$ cat config.mk
export PLATFORM = sky130hd
export DESIGN_NAME = gcd_stein
export DESIGN_NICKNAME = d
export VERILOG_FILES = /design/src/rtl/gcd_stein.sv
export SDC_FILE = /design/constraint.sdc
export NUM_CORES = 1
export LEC_CHECK = 0
export BUFFER_PORTS_ARGS = -buffer_cell sky130_fd_sc_hd__buf_2
export CORE_MARGIN = 2
export CORE_UTILIZATION = 50
export CTS_CLUSTER_DIAMETER = 200
export DETAILED_ROUTE_END_ITERATION = 10
export PLACE_DENSITY = 0.84
export SLEW_MARGIN = 20
export SYNTH_ARGS = -nofsm -noshare
export SYNTH_HDL_FRONTEND = slang
export SYNTH_SLANG_ARGS = --single-unit
$ cat constraint.sdc
create_clock -name clk_i -period 3.05 [get_ports clk_i]
set_input_delay 0.61 -clock clk_i [delete_from_list [all_inputs] [get_ports clk_i]]
set_output_delay 0.61 -clock clk_i [all_outputs]
set_load 0.02 [all_outputs]
$ cat src/rtl/gcd_stein.sv
// rtl/gcd_stein.sv - binary GCD (Stein) engine with valid/ready on operands and result
module gcd_stein #(
  parameter int XLEN  = 16,
  parameter int CNT_W = 8
) (
  input  logic             clk_i,
  input  logic             rst_i,
  input  logic             in_valid_i,
  output logic             in_ready_o,
  input  logic [XLEN-1:0]  a_i,
  input  logic [XLEN-1:0]  b_i,
  output logic             out_valid_o,
  input  logic             out_ready_i,
  output logic [XLEN-1:0]  gcd_o,
  output logic [CNT_W-1:0] cycles_o
);

  localparam int KW = $clog2(XLEN + 1);
  localparam logic [KW-1:0]    K_ONE   = KW'(1);
  localparam logic [CNT_W-1:0] CNT_ONE = CNT_W'(1);
  localparam logic [CNT_W-1:0] CNT_MAX = {CNT_W{1'b1}};

  typedef enum logic [1:0] {
    IDLE = 2'd0,
    CALC = 2'd1,
    DONE = 2'd2
  } state_t;

  state_t           state_q, state_d;
  logic [XLEN-1:0]  a_q, a_d;
  logic [XLEN-1:0]  b_q, b_d;
  logic [KW-1:0]    k_q, k_d;
  logic [CNT_W-1:0] cnt_q, cnt_d;
  logic [CNT_W-1:0] cyc_q, cyc_d;
  logic [XLEN-1:0]  res_q, res_d;
  logic [CNT_W-1:0] cnt_inc;

  always_ff @(posedge clk_i) begin
    if (rst_i) begin
      state_q <= IDLE;
      a_q     <= '0;
      b_q     <= '0;
      k_q     <= '0;
      cnt_q   <= '0;
      cyc_q   <= '0;
      res_q   <= '0;
    end else begin
      state_q <= state_d;
      a_q     <= a_d;
      b_q     <= b_d;
      k_q     <= k_d;
      cnt_q   <= cnt_d;
      cyc_q   <= cyc_d;
      res_q   <= res_d;
    end
  end

  assign cnt_inc = (cnt_q == CNT_MAX) ? cnt_q : cnt_q + CNT_ONE;

  always_comb begin
    state_d = state_q;
    a_d     = a_q;
    b_d     = b_q;
    k_d     = k_q;
    cnt_d   = cnt_q;
    cyc_d   = cyc_q;
    res_d   = res_q;
    case (state_q)
      IDLE: begin
        if (in_valid_i) begin
          a_d   = a_i;
          b_d   = b_i;
          k_d   = '0;
          cnt_d = '0;
          // A zero operand short-circuits straight to the result.
          if (a_i == '0) begin
            res_d   = b_i;
            cyc_d   = '0;
            state_d = DONE;
          end else if (b_i == '0) begin
            res_d   = a_i;
            cyc_d   = '0;
            state_d = DONE;
          end else begin
            state_d = CALC;
          end
        end
      end
      CALC: begin
        cnt_d = cnt_inc;
        if (a_q == b_q) begin
          res_d   = a_q << k_q;
          cyc_d   = cnt_inc;
          state_d = DONE;
        end else if (!a_q[0] && !b_q[0]) begin
          a_d = a_q >> 1;
          b_d = b_q >> 1;
          k_d = k_q + K_ONE;
        end else if (!a_q[0]) begin
          a_d = a_q >> 1;
        end else if (!b_q[0]) begin
          b_d = b_q >> 1;
        end else if (a_q > b_q) begin
          a_d = (a_q - b_q) >> 1;
        end else begin
          b_d = (b_q - a_q) >> 1;
        end
      end
      DONE: begin
        if (out_ready_i) begin
          state_d = IDLE;
        end
      end
      default: state_d = IDLE;
    endcase
  end

  assign in_ready_o  = (state_q == IDLE);
  assign out_valid_o = (state_q == DONE);
  assign gcd_o       = res_q;
  assign cycles_o    = cyc_q;

endmodule
-- After elaboration in Yosys (flattened, before gate mapping)
Index checks and enable logic that the tools add are counted.
- equal/unequal tests: 14
- $mul: 0
- reduce and logical (&&, ||, !) cells: 15
- mux-type cells: 37
- shift-type cells: 1
- $lt $le $gt $ge: 1
- bitwise gates (word level): 0
- div/mod/pow operators: 0
- $add $sub $neg: 4
- operators by type and width (operator ; number):
    two-way mux 16 bit ; 16
    one-hot mux 16 bit (2 select lines) ; 3
    two-way mux 8 bit ; 6
    logical NOT 16 bit ; 2
    one-hot mux 8 bit (2 select lines) ; 2
    subtractor 16 bit ; 2
    equality test 16 bit ; 1
    > comparator 16 bit ; 1
    << shifter 16 x 5 -> 16 bit ; 1
    two-way mux 5 bit ; 3
    inequality test 4 bit, second input constant ; 3
    AND reduction 4 bit ; 3
    two-way mux 2 bit ; 5
    one-hot mux 5 bit (2 select lines) ; 1
    AND reduction 5 bit ; 2
    adder 8 x 1 -> 8 bit, second input constant ; 1
    equality test 8 bit, second input constant ; 1
    inequality test 2 bit, second input constant ; 4
    one-hot mux 2 bit (3 select lines) ; 1
    AND reduction 3 bit ; 2
    adder 5 x 1 -> 5 bit, second input constant ; 1
    inequality test 3 x 1 -> 1 bit, second input constant ; 1
    inequality test 3 bit, second input constant ; 1
    equality test 2 x 1 -> 1 bit, second input constant ; 1
    7 further kinds ; 8
- ROM bits: 0
- bits in latches: 0
- RAM bits: 0
- memories kept: 0
- input port bits: 36
- logic and storage cells: 81
- flip-flop bits (word level): 71

-- Depth between registers and ports, before layout
- depth in word-level cells: 7
- gate-level depth with buffers: 12

-- Worst setup path after synthesis
OpenSTA, ideal clock, no wires.
- path kind: reg-to-reg
- start point: register a_q[0]
- end point: register a_q[12]
- path slack: 0.007 ns
- data arrival time: 2.976 ns
- stages on the path, launching flop included: 12
- buffers on the path: 0
- clock period less this slack: 3.043 ns
- cell sequence: dfxtp_1 -> inv_1 -> ha_1 -> fa_1 -> nand2b_1 -> a21o_1 -> a211oi_2 -> nor3b_2 -> nor4_4 -> or4b_1 -> a311o_1 -> o21ai_2
- cells in the longest elaborated chain, start to end: 7
- elaborated cells on any way between the ends: 15
- classes of those cells: add/sub (1); order compare (1); eq/ne (4); mux (6); reduce/logical (3)
- RTL lines (item ; RTL line ; RTL):
    start, declared ; 30 ; logic [XLEN-1:0] a_q, a_d;
    start signal, assigned ; 41 ; a_q <= '0;
    start signal, assigned ; 49 ; a_q <= a_d;
    subtractor 16 bit ; 104 ; a_d = (a_q - b_q) >> 1;
    two-way mux 16 bit ; 103 ; end else if (a_q > b_q) begin
    two-way mux 16 bit ; 101 ; end else if (!b_q[0]) begin
    two-way mux 16 bit ; 99 ; end else if (!a_q[0]) begin
    two-way mux 16 bit ; 95 ; end else if (!a_q[0] && !b_q[0]) begin
    two-way mux 16 bit ; 91 ; if (a_q == b_q) begin
    one-hot mux 16 bit (2 select lines) ; 68 ; case (state_q)
Parallel ways exist; a longest one is shown, timed or not. The select of a mux whose other input is x is not followed.
A chain may end at the register's enable or synchronous reset.

-- Worst setup path after layout
Ends and elaborated chain as after synthesis.

==> impl_results.md <==
- Outcome: complete, but fails checks
- Failing checks: setup timing
- Placed inst area: 6410 um2
- Core Area: 11300 um2
- Worst-path clk slew: 60 ps
- Syn Std Cell Area: 5760 um2
- Synth cell count leaders: nor2_1 (96), a21oi_1 (88), dfxtp_1 (71), nand2_1 (58), inv_1 (40)
- Syn_nets: 838
- Synth area leader: dfxtp_1
- Via count: 6264
- Clock Latency Late Sink: 350 ps
- GP Congestion: 1.02
- Slew HR: 0.406
- Placed Cells: 966
- Fmax: 326 MHz
- Setup CP Type: reg2reg
- I/O pins: 62
- Flop-to-flop setup slack: -20 ps
- RSZ-0062 raised after global routing: true
- Asr flop ratio synth: 0
- Vias per cell: 6.36
- Worst-case vdd ir drop: 0.486 mV
- Register bit total from synthesis: 71
- Distinct cells, synth: 71
- Hold/Removal Path Class: reg2reg
- Die Span X: 111 um
- Post-synthesis simple-gate area fraction: 0.209
- Crit Path Max Fanout: 3
- Final net count: 911
- R2R Path End: a_q[12]$_SDFFE_PP0P_
- Sequential fraction of the synthesis area: 0.247
- DRC errors left: 0
- Die ar.: 12400 um2
- Final period util: 1.01
- Final Non-Filler Cells: 985
- Worst Setup End Kind: register
- Mean Syn Cell Area: 7.53 um2
- Crit path to: a_q[12]$_SDFFE_PP0P_
- Final setup viols: 1
- Crit path max-delay cell type: or4b_4
- Power Density: 898 nW/um2
- Worst reg2reg path depth: 11
- Routed len/inst: 19.3 um
- Crit path from: a_q[0]$_SDFFE_PP0P_
- Layout cells sized above 1: 0.200
- Synth warn: 0
- Clk buf depth: 2
- Final Critical Period: 3070 ps
- Max-slew violation count: 0
- GRT Residual Overflow: 0
- Clock skew: 7.54 ps
- Vias in the first global route: 5896
- Measured slew at the worst slew-check pin: 890 ps
- Critical Path AT: 3360 ps
- GRT Total Usage: 0.306
- Main combinational cell family by area after synthesis: compound AO/OA/AOI/OAI gates
- Largest net degree at the start of global routing: 43
- Root Driver: clkbuf_16
- Post-synthesis mux area share: 0.0485
- Final Hold Viols: 0
- PnR worst setup slack: -22.2 ps
- Crit path launch type: register
- TritonCTS buffer count: 9
- Post-route cell area: 6800 um2
- Antenna diodes: 0
- Antenna violations before repair: 0
- Router iterations before antenna repair: 5
- Max-Cap Viols: 0
- Leak pwr: 2.69 nW
- Synth Area in Adders: 0.0852
- Synth Area in Compound Gates: 0.294
- Post-route ant nets: 0
- Clock tree sinks: 71
- Crit path required time: 3340 ps
- First-pass GRT wire length: 30.6 mm
- Routed WL: 19.0 mm
- Die Ht: 111 um
- Total power: 0.00611 W
- Reg2reg start: a_q[0]$_SDFFE_PP0P_
- Hold slack: 451 ps
- Starting Density: 0.508
- HP Start: cycles_o[4]$_SDFFE_PP0P_
- CTS tree: done
- H-tree depth: 3
- Iteration-0 DRC Markers: 750
- Main flop type after synthesis: dfxtp_1
- CP max stage delay: 490 ps
- Synth Area in XOR/XNOR: 0.0457
- Post-synth EDFFs: 0
- Post-synth top area share: 0.247
- HPWL after detailed placement: 14.3 mm
- IO Port Bufs: 61
- # rows: 39
- Cells after Synth: 764
- Count leader, synth: nor2_1
- CP Cell Sequence: inv_2 > ha_4 > fa_2 > nand2b_4 > a21o_1 > a211oi_2 > nor3b_2 > nor4_4 > or4b_4 > a311o_1 > o21ai_2
- Synthesis-to-layout area growth: 18.2%
- Synth top area cells: dfxtp_1 (25%), ha_1 (7.8%), a21oi_1 (7.7%)
[critical path, delay by kind of cell (launching register included)]
family                     cells  cell delay (ps)
and+or+nand+nor                4             1060
AOI/OAI and AO/OA              4              990
adders and majority gates      2              570
DFF                            1              330
buffers and inverters          1               50
[cell usage in the layout (no fill, tap or decap), types with 11 or more instances in the layout]
| cell type | synthesis | final |
|---|---|---|
| dfxtp_1 | 71 | 68 |
| buf_2 | 12 | 61 |
| nand2_1 | 58 | 58 |
| o211ai_1 | 23 | 23 |
| mux2i_1 | 20 | 20 |
| o21ai_0 | 22 | 21 |
| a211oi_1 | 22 | 22 |
| ha_1 | 36 | 33 |
| nor3_1 | 22 | 22 |
| a21oi_1 | 88 | 87 |
| inv_1 | 40 | 39 |
| a221o_1 | 11 | 11 |
| buf_4 | 6 | 56 |
| xnor2_1 | 23 | 23 |
| nor2_1 | 96 | 96 |
[where the power goes]
part / total, W / leakage (nW) / internal, W / switching [W]
Sequential: 0.00122 / 0.582 / 0.00109 / 0.000135
Combinational: 0.00379 / 1.97 / 0.00156 / 0.00223
Clock: 0.00110 / 0.147 / 0.000643 / 0.000458
[metal layers]
layer | GRT usage | share of wire | up-vias
li1 | - | - | 2936
met1 | 0.403 | 0.41 | 2873
met2 | 0.474 | 0.44 | 372
met3 | 0.0672 | 0.096 | 83
met4 | 0.150 | 0.055 | 0
met5 | 0 | 0 | -
[worst min-delay path by stage]
stage / to / slack (ps) / depth (start not counted)
global placement: cycles_o[0]$_SDFFE_PP0P_ / 440 / 2
detailed placement: cycles_o[4]$_SDFFE_PP0P_ / 450 / 2
CTS: cycles_o[4]$_SDFFE_PP0P_ / 450 / 2
floorplan: b_q[4]$_SDFFE_PP0P_ / 450 / 2
global route: cycles_o[4]$_SDFFE_PP0P_ / 470 / 2
finish: cycles_o[4]$_SDFFE_PP0P_ / 450 / 2
[logic make-up (layout without fill, tap and decap cells)]
kind of cell    Yosys count  in the layout
compound gates          252            252
xor+xnor                 30             30
fa+ha+maj                38             38
buf+inv                  96            174
flops                    71             71
mux                      24             24
simple gates            253            253
[repair_timing]
item / in CTS / in global routing
endpoints found under the hold margin: 0 / 0
gates resized for setup: 0 / 20
buffers inserted: 0 / 3
setup endpoints to repair: 0 / 26
hold buffers: 0 / 0
[registers in the layout, summed over array words and instances (netlist names)]
name,flops
state_q,2
a_q,16
k_q,5
cycles_o,8
b_q,16
cnt_q,8
gcd_o,16
[final cells by class]
class	count	area, um2
Fill cell	1024	4520
Multi-Input combinational cell	597	4000
Sequential cell	71	1430
Timing Repair Buffer	118	746
Clock buffer	9	225
Tap cell	143	179
Inverter	40	150
Clock inverter	7	77.6
[stage by stage]
step | utilization | setup slack, ps | setup TNS, ps
after CTS | 0.593 | 4.02 | 0
after global placement | 0.566 | 144 | 0
final | 0.601 | -22.2 | -22.2
after global routing | 0.601 | -104 | -138
after detailed placement | 0.566 | 113 | 0
after floorplan | - | 7.49 | 0
(Power assumes the default switching activity.)
